File: config.mk
export PLATFORM = sky130hd
export DESIGN_NAME = ws2812_frame_feeder
export DESIGN_NICKNAME = d
export VERILOG_FILES = /design/src/rtl/ws2812_frame_feeder.sv
export SDC_FILE = /design/constraint.sdc
export NUM_CORES = 1
export LEC_CHECK = 0
export CAP_MARGIN = 20
export CORE_AREA = 2 2 185 187
export DETAILED_ROUTE_END_ITERATION = 8
export DIE_AREA = 0 0 187 189
export GPL_TIMING_DRIVEN = 0
export PLACE_DENSITY = 0.83
export SLEW_MARGIN = 20
export SYNTH_ARGS = -nofsm -noshare
export SYNTH_HDL_FRONTEND = slang
export SYNTH_SLANG_ARGS = --single-unit
File: constraint.sdc
create_clock -name clk -period 5.5 [get_ports clk]
set_input_delay 1.1 -clock clk [delete_from_list [all_inputs] [get_ports clk]]
set_output_delay 1.1 -clock clk [all_outputs]
set_load 0.005 [all_outputs]
File: src/rtl/ws2812_frame_feeder.sv
// Frame buffer and pixel feeder for the ws2812 serial driver: scales each pixel
// by a global brightness, reorders RGB to GRB and hands words over on request.

module ws2812_chan_scale (
  input  logic [7:0] c,
  input  logic [7:0] b,
  output logic [7:0] y
);
  logic [8:0]  b1;
  logic [15:0] prod;

  // b+1 makes 255 an exact pass-through and 0 a full blank
  assign b1   = {1'b0, b} + 9'd1;
  assign prod = {8'd0, c} * {7'd0, b1};
  assign y    = prod[15:8];
endmodule

module ws2812_frame_feeder #(
  parameter  int NUM_LEDS  = 8,
  localparam int ADDR_BITS = (NUM_LEDS > 1) ? $clog2(NUM_LEDS) : 1
) (
  input  logic                 clk,
  input  logic                 reset_n,
  input  logic                 wr_en,
  input  logic [ADDR_BITS-1:0] wr_addr,
  input  logic [23:0]          wr_rgb,
  output logic                 wr_ready,
  input  logic [7:0]           brightness,
  input  logic                 start,
  output logic                 busy,
  output logic                 frame_done,
  input  logic                 new_data_req,
  output logic                 send_n,
  output logic [23:0]          rgb_data
);
  localparam int CNT_BITS = $clog2(NUM_LEDS + 1);
  localparam int STAGES   = 2;

  typedef enum logic [1:0] {IDLE, PREFETCH, ARM, STREAM} state_t;
  state_t state, state_nx;

  logic [23:0]          mem [NUM_LEDS];
  logic [23:0]          rd_data;
  logic [7:0]           brightness_l;
  logic [1:0]           rd_idx;
  logic [CNT_BITS-1:0]  sent, sent_inc;
  logic [STAGES-1:0]    vld_pipe;
  logic                 dst_q;
  logic [23:0]          next_word;
  logic                 next_vld;
  logic                 req_q, req_evt;
  logic                 fetch_go, fetch_out, take, done;
  logic [ADDR_BITS-1:0] fetch_addr;
  logic [2:0][7:0]      chan_in, chan_out;
  logic [23:0]          scaled;

  assign busy     = (state != IDLE);
  assign wr_ready = ~busy;
  assign req_evt  = new_data_req & ~req_q;
  assign sent_inc = sent + 1'b1;

  assign chan_in = rd_data;
  for (genvar ch = 0; ch < 3; ch++) begin : g_ch
    ws2812_chan_scale u_scale (.c(chan_in[ch]), .b(brightness_l), .y(chan_out[ch]));
  end
  assign scaled = {chan_out[1], chan_out[2], chan_out[0]};

  // Pixel RAM, not reset; a write and start in the same cycle lands before the first read
  always_ff @(posedge clk) begin
    if (wr_en && wr_ready && (32'(wr_addr) < NUM_LEDS)) mem[wr_addr] <= wr_rgb;
    if (fetch_go) rd_data <= mem[fetch_addr];
  end

  always_comb begin
    state_nx   = state;
    fetch_go   = 1'b0;
    fetch_out  = 1'b0;
    fetch_addr = '0;
    take       = 1'b0;
    done       = 1'b0;
    case (state)
      IDLE: if (start && !frame_done) state_nx = PREFETCH;
      PREFETCH: begin
        if (rd_idx == 2'd0) begin
          fetch_go  = 1'b1;
          fetch_out = 1'b1;
        end else if (rd_idx == 2'd1 && NUM_LEDS > 1) begin
          fetch_go   = 1'b1;
          fetch_addr = ADDR_BITS'(1);
        end else if (vld_pipe == '0) begin
          state_nx = ARM;
        end
      end
      ARM: if (req_evt) begin
        if (NUM_LEDS == 1) begin
          done     = 1'b1;
          state_nx = IDLE;
        end else begin
          state_nx = STREAM;
        end
      end
      STREAM: if (req_evt && next_vld) begin
        // a request arriving before the prefetch lands is dropped; rgb_data holds
        take = 1'b1;
        if (32'(sent_inc) < NUM_LEDS) begin
          fetch_go   = 1'b1;
          fetch_addr = sent_inc[ADDR_BITS-1:0];
        end else begin
          done     = 1'b1;
          state_nx = IDLE;
        end
      end
      default: state_nx = IDLE;
    endcase
  end

  always_ff @(posedge clk or negedge reset_n) begin
    if (!reset_n) begin
      state        <= IDLE;
      req_q        <= 1'b0;
      brightness_l <= '0;
      rd_idx       <= '0;
      sent         <= '0;
      vld_pipe     <= '0;
      dst_q        <= 1'b0;
      next_word    <= '0;
      next_vld     <= 1'b0;
      rgb_data     <= '0;
      send_n       <= 1'b1;
      frame_done   <= 1'b0;
    end else begin
      state      <= state_nx;
      req_q      <= new_data_req;
      frame_done <= done;
      send_n     <= !(state_nx == ARM || state_nx == STREAM);
      vld_pipe   <= {vld_pipe[STAGES-2:0], fetch_go};
      dst_q      <= fetch_out;
      if (state == IDLE && state_nx == PREFETCH) begin
        brightness_l <= brightness;
        rd_idx       <= '0;
        sent         <= '0;
        next_vld     <= 1'b0;
      end
      if (state == PREFETCH && fetch_go) rd_idx <= rd_idx + 2'd1;
      if (state == ARM && req_evt) sent <= CNT_BITS'(1);
      if (take) begin
        rgb_data <= next_word;
        sent     <= sent_inc;
        next_vld <= 1'b0;
      end
      // scale stage: pixel 0 of a frame goes straight out, the rest wait in next_word
      if (vld_pipe[0]) begin
        if (dst_q) rgb_data <= scaled;
        else begin
          next_word <= scaled;
          next_vld  <= 1'b1;
        end
      end
    end
  end
endmodule

==> impl_metrics.env, run 1 <==
export IMPL_max_slew_margin=0.3192
export IMPL_rsz0062_at_grt="no"
export IMPL_syn_num_nets=1855
export IMPL_regArea_sq_um=8272
export IMPL_viasPerCell=5.708
export IMPL_synth_edff_count=216
export IMPL_num_rows=67
export IMPL_netlist_cell_type_count=69
export IMPL_antenna_left=0
export IMPL_setup_viol=0
export IMPL_drive_gt1_frac=0.1126
export IMPL_final_nets=1978
export IMPL_placed_area_sq_um=19270
export IMPL_clkSlewWorstSetupHoldPaths_ns=0.07
export IMPL_synth_avg_cell_area_sq_um=11.14
export IMPL_reg2reg_from="brightness_l[0]"
export IMPL_period_share=0.9687
export IMPL_ys_seq_elements=287
export IMPL_fill_cells=2455
export IMPL_finalWirelength_um=43980
export IMPL_syn_inst=1594
export IMPL_die_area_sq_um=35340
export IMPL_worstPathMaxFanout=10
export IMPL_syn_area_sq_um=17750
export IMPL_design_area_sq_um=20580
export IMPL_criticalPathCategory="flop to flop"
export IMPL_crit_arrival_ns=5.77
export IMPL_antenna_found_initial=1
export IMPL_cts_htree_levels=1
export IMPL_dp_hpwl_um=30900
export IMPL_drt_initial_drc_count=1125
export IMPL_skew_ns=0.01922
export IMPL_worst_pin_slew_ns=1.019
export IMPL_finalPower_mw=10.80
export IMPL_cp_start_kind="flop"
export IMPL_r2r_setup_slack_ns=0.17
export IMPL_seq_area_frac_synth=0.4655
export IMPL_crit_path_end_kind="flop"
export IMPL_grt_pass1_wl_um=68960
export IMPL_num_vias=12495
export IMPL_cts_sink_count=287
export IMPL_gr_total_overflow=0
export IMPL_gp_congestion=0.8789
export IMPL_drc=0
export IMPL_die_x_um=187
export IMPL_dr_pass1_iters=5
export IMPL_core_area_sq_um=33280
export IMPL_ir_drop_mv=0.4141
export IMPL_async_reset_ff_frac=0.2474
export IMPL_start_util=0.5334
export IMPL_ios=68
export IMPL_port_buffers=67
export IMPL_hp_class="input port to asynchronous set/reset pin"
export IMPL_grtUsageTotal=0.2489
export IMPL_final_min_clock_period_ns=5.328
export IMPL_ys_warn_count=0
export IMPL_cp_required_ns=5.94
export IMPL_cap_violations=0
export IMPL_cts_root_buf="clkbuf_16"
export IMPL_first_global_vias=12857
export IMPL_clkLatencyLatePin_ns=0.58
export IMPL_power_density_nw_per_um2=524.6
export IMPL_p_leak_nw=8.768
export IMPL_startpoint="brightness_l[0]"
export IMPL_wl_per_cell_um=20.09
export IMPL_area_delta_synth_final_pct=15.92
export IMPL_multiInputGateArea_sq_um=8830
export IMPL_cts_buffer_depth=3
export IMPL_synth_top_flop_cell="edfxtp_1"
export IMPL_maxSlewViolCount=0
export IMPL_finalHoldViolations=0
export IMPL_cts_buffers=29
export IMPL_max_freq_mhz=187.7
export IMPL_tritoncts="done"
export IMPL_status="finished, final reports clean"
export IMPL_dieHeight_um=189
export IMPL_grt_max_degree=58
metal layers:
metal,vias to the layer above,share of wire,GRT usage
met5,-,0,0
met4,0,0.048,0.1120
met3,141,0.080,0.04208
met2,614,0.49,0.4254
met1,6176,0.38,0.3128
li1,5564,-,-
cells in the mapped netlist (3+ instances only):
master / number / area, sq um
o31ai_1: 4 / 30.03
mux2i_1: 5 / 50.05
edfxtp_1: 216 / 6486
clkbuf_1: 38 / 142.6
nand2_1: 326 / 1224
inv_1: 151 / 566.8
fa_1: 120 / 2402
a31oi_1: 6 / 37.54
a21oi_1: 77 / 385.4
nor2_1: 34 / 127.6
o22ai_1: 16 / 100.1
nor2b_1: 16 / 100.1
o21ai_0: 39 / 195.2
a21oi_2: 5 / 43.79
nor3_1: 8 / 40.04
nand3b_1: 3 / 22.52
a211oi_1: 4 / 30.03
mux2_2: 34 / 382.9
ha_1: 101 / 1264
nand2b_1: 6 / 37.54
and2_1: 152 / 950.9
buf_6: 5 / 56.30
and3_1: 5 / 31.28
nand3_1: 11 / 55.05
buf_4: 3 / 22.52
o21a_1: 3 / 22.52
buf_2: 10 / 50.05
dfrtp_1: 70 / 1752
xor2_1: 17 / 148.9
o21ai_1: 10 / 50.05
nand4_1: 3 / 18.77
buf_8: 3 / 45.04
a21o_1: 6 / 45.04
xnor2_1: 24 / 210.2
or4_1: 17 / 127.6
power breakdown:
group          internal, mW  switching [mW]  leakage, nW
logic                  2.42            3.57         5.45
registers              2.58           0.217         2.84
clock network          1.15           0.858        0.476
total                  6.15            4.64         8.77
final cells by class:
type                       count  share of cell area
multi-input combinational   1095              0.4291
clock inverter                17            0.008755
buffer                        58             0.01788
clock buffer                  37             0.03794
tap                          448             0.02724
antenna                        1           0.0001216
inverter                     151             0.02754
sequential                   287              0.4020
timing repair buffer          95             0.04949
worst paths after layout:
check / to / cells after the start
worst min register to register: next_word[17] / 2
worst max register to register: rgb_data[14] / 19
max in group asynchronous: brightness_l[4] / 2
worst min-delay path: sent[2] / 1
worst max-delay path: rgb_data[14] / 19
min in group clk: next_word[17] / 2
critical path: stages (launching register included):
cell and delay (ns):
dfrtp_2 0.44, ha_4 0.20, nand3_4 0.15, xnor2_4 0.28, buf_4 0.28, nand2_1 0.11, fa_1 0.52, fa_1 0.55
inv_1 0.05, fa_1 0.49, inv_1 0.05, fa_1 0.48, inv_1 0.04, ha_1 0.28, o21ai_0 0.09, a21oi_1 0.28
a31oi_1 0.20, o31ai_1 0.37, xnor2_1 0.22, o21ai_1 0.10
placed cells by master, fill, tap and decap left out, types with 8 or more instances in the layout:
master,count
xor2_1,14
buf_2,10
or4_1,17
nand3_1,9
buf_4,22
o21ai_0,39
nand2_1,326
edfxtp_1,216
buf_6,10
o21ai_1,10
fa_1,120
and2_1,152
nor2b_1,16
clkdlybuf4s50_1,66
mux2_2,34
a21oi_1,77
inv_1,151
nor2_4,10
clkbuf_16,30
dfrtp_1,64
clkbuf_1,28
xnor2_1,21
clkinv_2,8
nor2_1,26
ha_1,98
o22ai_1,16
repair_timing:
item	CTS	global route
endpoints found under the setup margin	46	21
gates resized for setup	38	25
pin swaps	2	2
cloned	0	0
setup buffers	6	9
hold buffers	0	0
hold endpoints to repair	0	0
cells by family (layout without fill, tap and decap cells):
group	after synthesis	in the layout	share of synthesized area
buffers and inverters	212	358	0.05068
and+or+nand+nor	600	600	0.1651
xor gates and xnor gates	43	43	0.02206
adders and majority gates	221	221	0.2065
other	0	1	0
muxes	39	39	0.02439
AOI/OAI and AO/OA	192	192	0.06569
DFF	287	287	0.4655
state kept, by name, indices dropped and copies added (netlist names):
| signal | count |
|---|---|
| brightness_l | 8 |
| chan_in | 24 |
| dst_q | 1 |
| frame_done | 1 |
| mem | 192 |
| next_vld | 1 |
| next_word | 24 |
| rd_idx | 2 |
| req_q | 1 |
| rgb_data | 24 |
| send_n | 1 |
| sent | 4 |
| state | 2 |
| vld_pipe | 2 |
stage by stage:
step	setup slack [ns]	cells	util	TNS (ns)	hold WS, ns
floorplan	0.3524	1594	-	0	0.4196
global route	0.002722	2188	0.6183	0	0.3768
finish	0.1724	2189	0.6183	0	0.3683
detailed placement	-0.8722	2122	0.5791	-23.71	0.4641
global placement	-0.8613	2109	0.5704	-21.21	0.4585
CTS	0.02914	2181	0.6134	0	0.3729
Power figures use the tool's default switching activity.
==> inputs of run 2 (changes only) <==
Settings changed: MAX_ROUTING_LAYER set to met4.
Clock period 5.5 ns to 4.5 ns, I/O delays scaled along.
==> impl_metrics.env, run 2 (same netlist as run 1, synthesis figures left out) <==
export IMPL_status="complete, but fails checks"
export IMPL_violations="setup timing"
export IMPL_most_common_layout_cells="nand2_1, edfxtp_1, and2_1"
export IMPL_worst_pin_slew_ns=1.013
export IMPL_timing_hold_ws_ns=0.2001
export IMPL_final_min_clock_period_ns=5.192
export IMPL_sw_frac_of_total=0.4360
export IMPL_ios=68
export IMPL_design_area_sq_um=21680
export IMPL_antenna_found_initial=0
export IMPL_reg2reg_to="rgb_data[15]"
export IMPL_rsz0062_at_grt="yes"
export IMPL_num_vias=13046
export IMPL_skew_ns=0.02186
export IMPL_num_rows=67
export IMPL_power_density_nw_per_um2=764.2
export IMPL_gp_congestion=0.8822
export IMPL_power_frac_clock=0.136
export IMPL_p_int_mw=9.345
export IMPL_core_area_sq_um=33280
export IMPL_drt_initial_drc_count=1222
export IMPL_cts_buffers=28
export IMPL_cap_violations=0
export IMPL_seqPwrFrac=0.208
export IMPL_p_leak_nw=9.162
export IMPL_cts_sink_count=287
export IMPL_drc=0
export IMPL_p_comb_frac=0.656
export IMPL_fill_cells=2230
export IMPL_post_route_util=0.6514
export IMPL_largest_reg_flops=192
export IMPL_antenna_cells=0
export IMPL_final_nets=2032
export IMPL_layout_setup_ws_ns=-0.6915
export IMPL_crit_arrival_ns=5.60
export IMPL_cts_root_buf="clkbuf_16"
export IMPL_area_delta_synth_final_pct=22.12
export IMPL_r2r_setup_slack_ns=-0.69
export IMPL_final_common_cell="nand2_1"
export IMPL_grt_pass1_wl_um=71430
export IMPL_drive_gt1_frac=0.1892
export IMPL_period_share=1.154
export IMPL_crit_path_end_kind="flop"
export IMPL_reg2reg_from="brightness_l[1]"
export IMPL_tritoncts="done"
export IMPL_clkSlewWorstSetupHoldPaths_ns=0.06
export IMPL_clkLatencyLatePin_ns=0.55
export IMPL_dp_hpwl_um=30870
export IMPL_gr_total_overflow=0
export IMPL_setup_viol=48
export IMPL_die_x_um=187
export IMPL_dieHeight_um=189
export IMPL_cts_buffer_depth=3
export IMPL_hp_class="input port to asynchronous set/reset pin"
export IMPL_grt_max_degree=59
export IMPL_placed_area_sq_um=19510
export IMPL_ir_drop_mv=0.6776
export IMPL_start_util=0.5334
export IMPL_maxSlewViolCount=0
export IMPL_finalHoldViolations=0
export IMPL_wl_per_cell_um=20.85
export IMPL_dr_pass1_iters=7
export IMPL_finalWirelength_um=46710
export IMPL_cts_htree_levels=1
export IMPL_viasPerCell=5.824
export IMPL_die_area_sq_um=35340
export IMPL_max_slew_margin=0.3227
export IMPL_worstPathMaxFanout=5
export IMPL_cp_required_ns=4.91
export IMPL_antenna_left=0
export IMPL_criticalPathCategory="flop to flop"
export IMPL_reg2regPathDepth=19
export IMPL_port_buffers=67
export IMPL_cp_start_kind="flop"
export IMPL_switching_power_mw=7.223
export IMPL_top_register="mem"
export IMPL_first_global_vias=13332
export IMPL_grtUsageTotal=0.2660
export IMPL_max_freq_mhz=192.6
[run 2: cell count changes in the layout (fill, tap and decap cells not counted), sizes merged]
cell	previous run	this run
inv	153	151
buf	53	108
diode	1	0
clkinv	11	13
clkbuf	70	68
bufinv	3	2
[run 2: how the worst max path moves through the flow]
stage | from | end | slack (ns) | cells after the start
2_1_floorplan | brightness_l[2] | next_word[23] | -0.20 | 18
3_3_place_gp | brightness_l[0] | next_word[15] | -1.41 | 18
3_5_place_dp | brightness_l[0] | next_word[12] | -1.47 | 18
4_1_cts | brightness_l[1] | next_word[23] | -0.53 | 18
5_1_grt | brightness_l[0] | rgb_data[15] | -0.82 | 19
6_report | brightness_l[1] | rgb_data[15] | -0.69 | 19
[run 2: layer usage]
metal  GRT usage  routed length (um)  vias to the layer above
met1      0.3257               17360                     6513
li1            -                   -                     5686
met5           -                   0                        -
met4      0.1074                2077                        0
met2      0.4490               23590                      672
met3     0.03670                3687                      175
[run 2: worst max-delay path: stages, from the launching register on]
cell and delay (ns):
dfrtp_2 0.42, ha_4 0.17, nand3_4 0.15, xnor2_4 0.28, clkbuf_8 0.23, buf_6 0.11
and2_4 0.14, fa_1 0.43, fa_1 0.53, fa_1 0.54, inv_2 0.04, fa_1 0.52
inv_2 0.05, ha_4 0.16, nor2_4 0.11, o211ai_1 0.24, a41o_4 0.38, a41oi_4 0.26
xnor2_2 0.19, o21ai_1 0.09
[run 2: cell type report]
cell class              count  area [sq um]  share of cell area
multi-input cells        1095          9490              0.4378
flip-flops and latches    287          8273              0.3816
repair buffers            147          1463             0.06747
clock buffers              35         748.2             0.03451
inverters                 151         566.8             0.02614
well taps                 448         560.5             0.02586
plain buffers              61         454.2             0.02095
clock inverters            16         123.9            0.005714
[run 2: through the flow]
| step | std cells | setup slack [ns] | setup TNS, ns | total power [mW] |
|---|---|---|---|---|
| 2_1_floorplan | 1594 | -0.1979 | -1.336 | 8.722 |
| 3_3_place_gp | 2109 | -1.406 | -90.63 | 10.59 |
| 3_5_place_dp | 2122 | -1.468 | -57.85 | 10.89 |
| 4_1_cts | 2223 | -0.5292 | -17.27 | 15.43 |
| 5_1_grt | 2240 | -0.8156 | -29.45 | 17.52 |
| 6_report | 2240 | -0.6915 | -23.03 | 16.57 |
[run 2: power groups by stage]
| stage | Combinational (mW) | Clock (mW) | Sequential [mW] |
|---|---|---|---|
| after floorplan | 5.34 | 0 | 3.39 |
| after global placement | 7.12 | 0 | 3.46 |
| after detailed placement | 7.41 | 0 | 3.48 |
| after CTS | 9.76 | 2.25 | 3.42 |
| after global routing | 11.7 | 2.37 | 3.47 |
| final | 10.9 | 2.25 | 3.45 |
[run 2: timing repair]
action                                  4_1_cts  5_1_grt
gates resized for setup                     152       34
pin swaps                                    75       25
gates cloned                                  1        0
hold buffers                                  0        0
buffers inserted                             49       17
endpoints found under the setup margin       48       48
==> inputs of run 3 (changes only) <==
--- a/constraint.sdc
+++ b/constraint.sdc
@@ -3,2 +3,2 @@
 set_output_delay 0.9 -clock clk [all_outputs]
-set_load 0.005 [all_outputs]
+set_load 0.02 [all_outputs]
==> results of run 3 <==
Same layout as run 2 (identical final DEF). Status: complete, but fails checks: setup timing.
Among the figures that moved: total power 16.57 mW -> 16.66 mW; worst IR drop on VDD 0.6776 mV -> 0.6822 mV
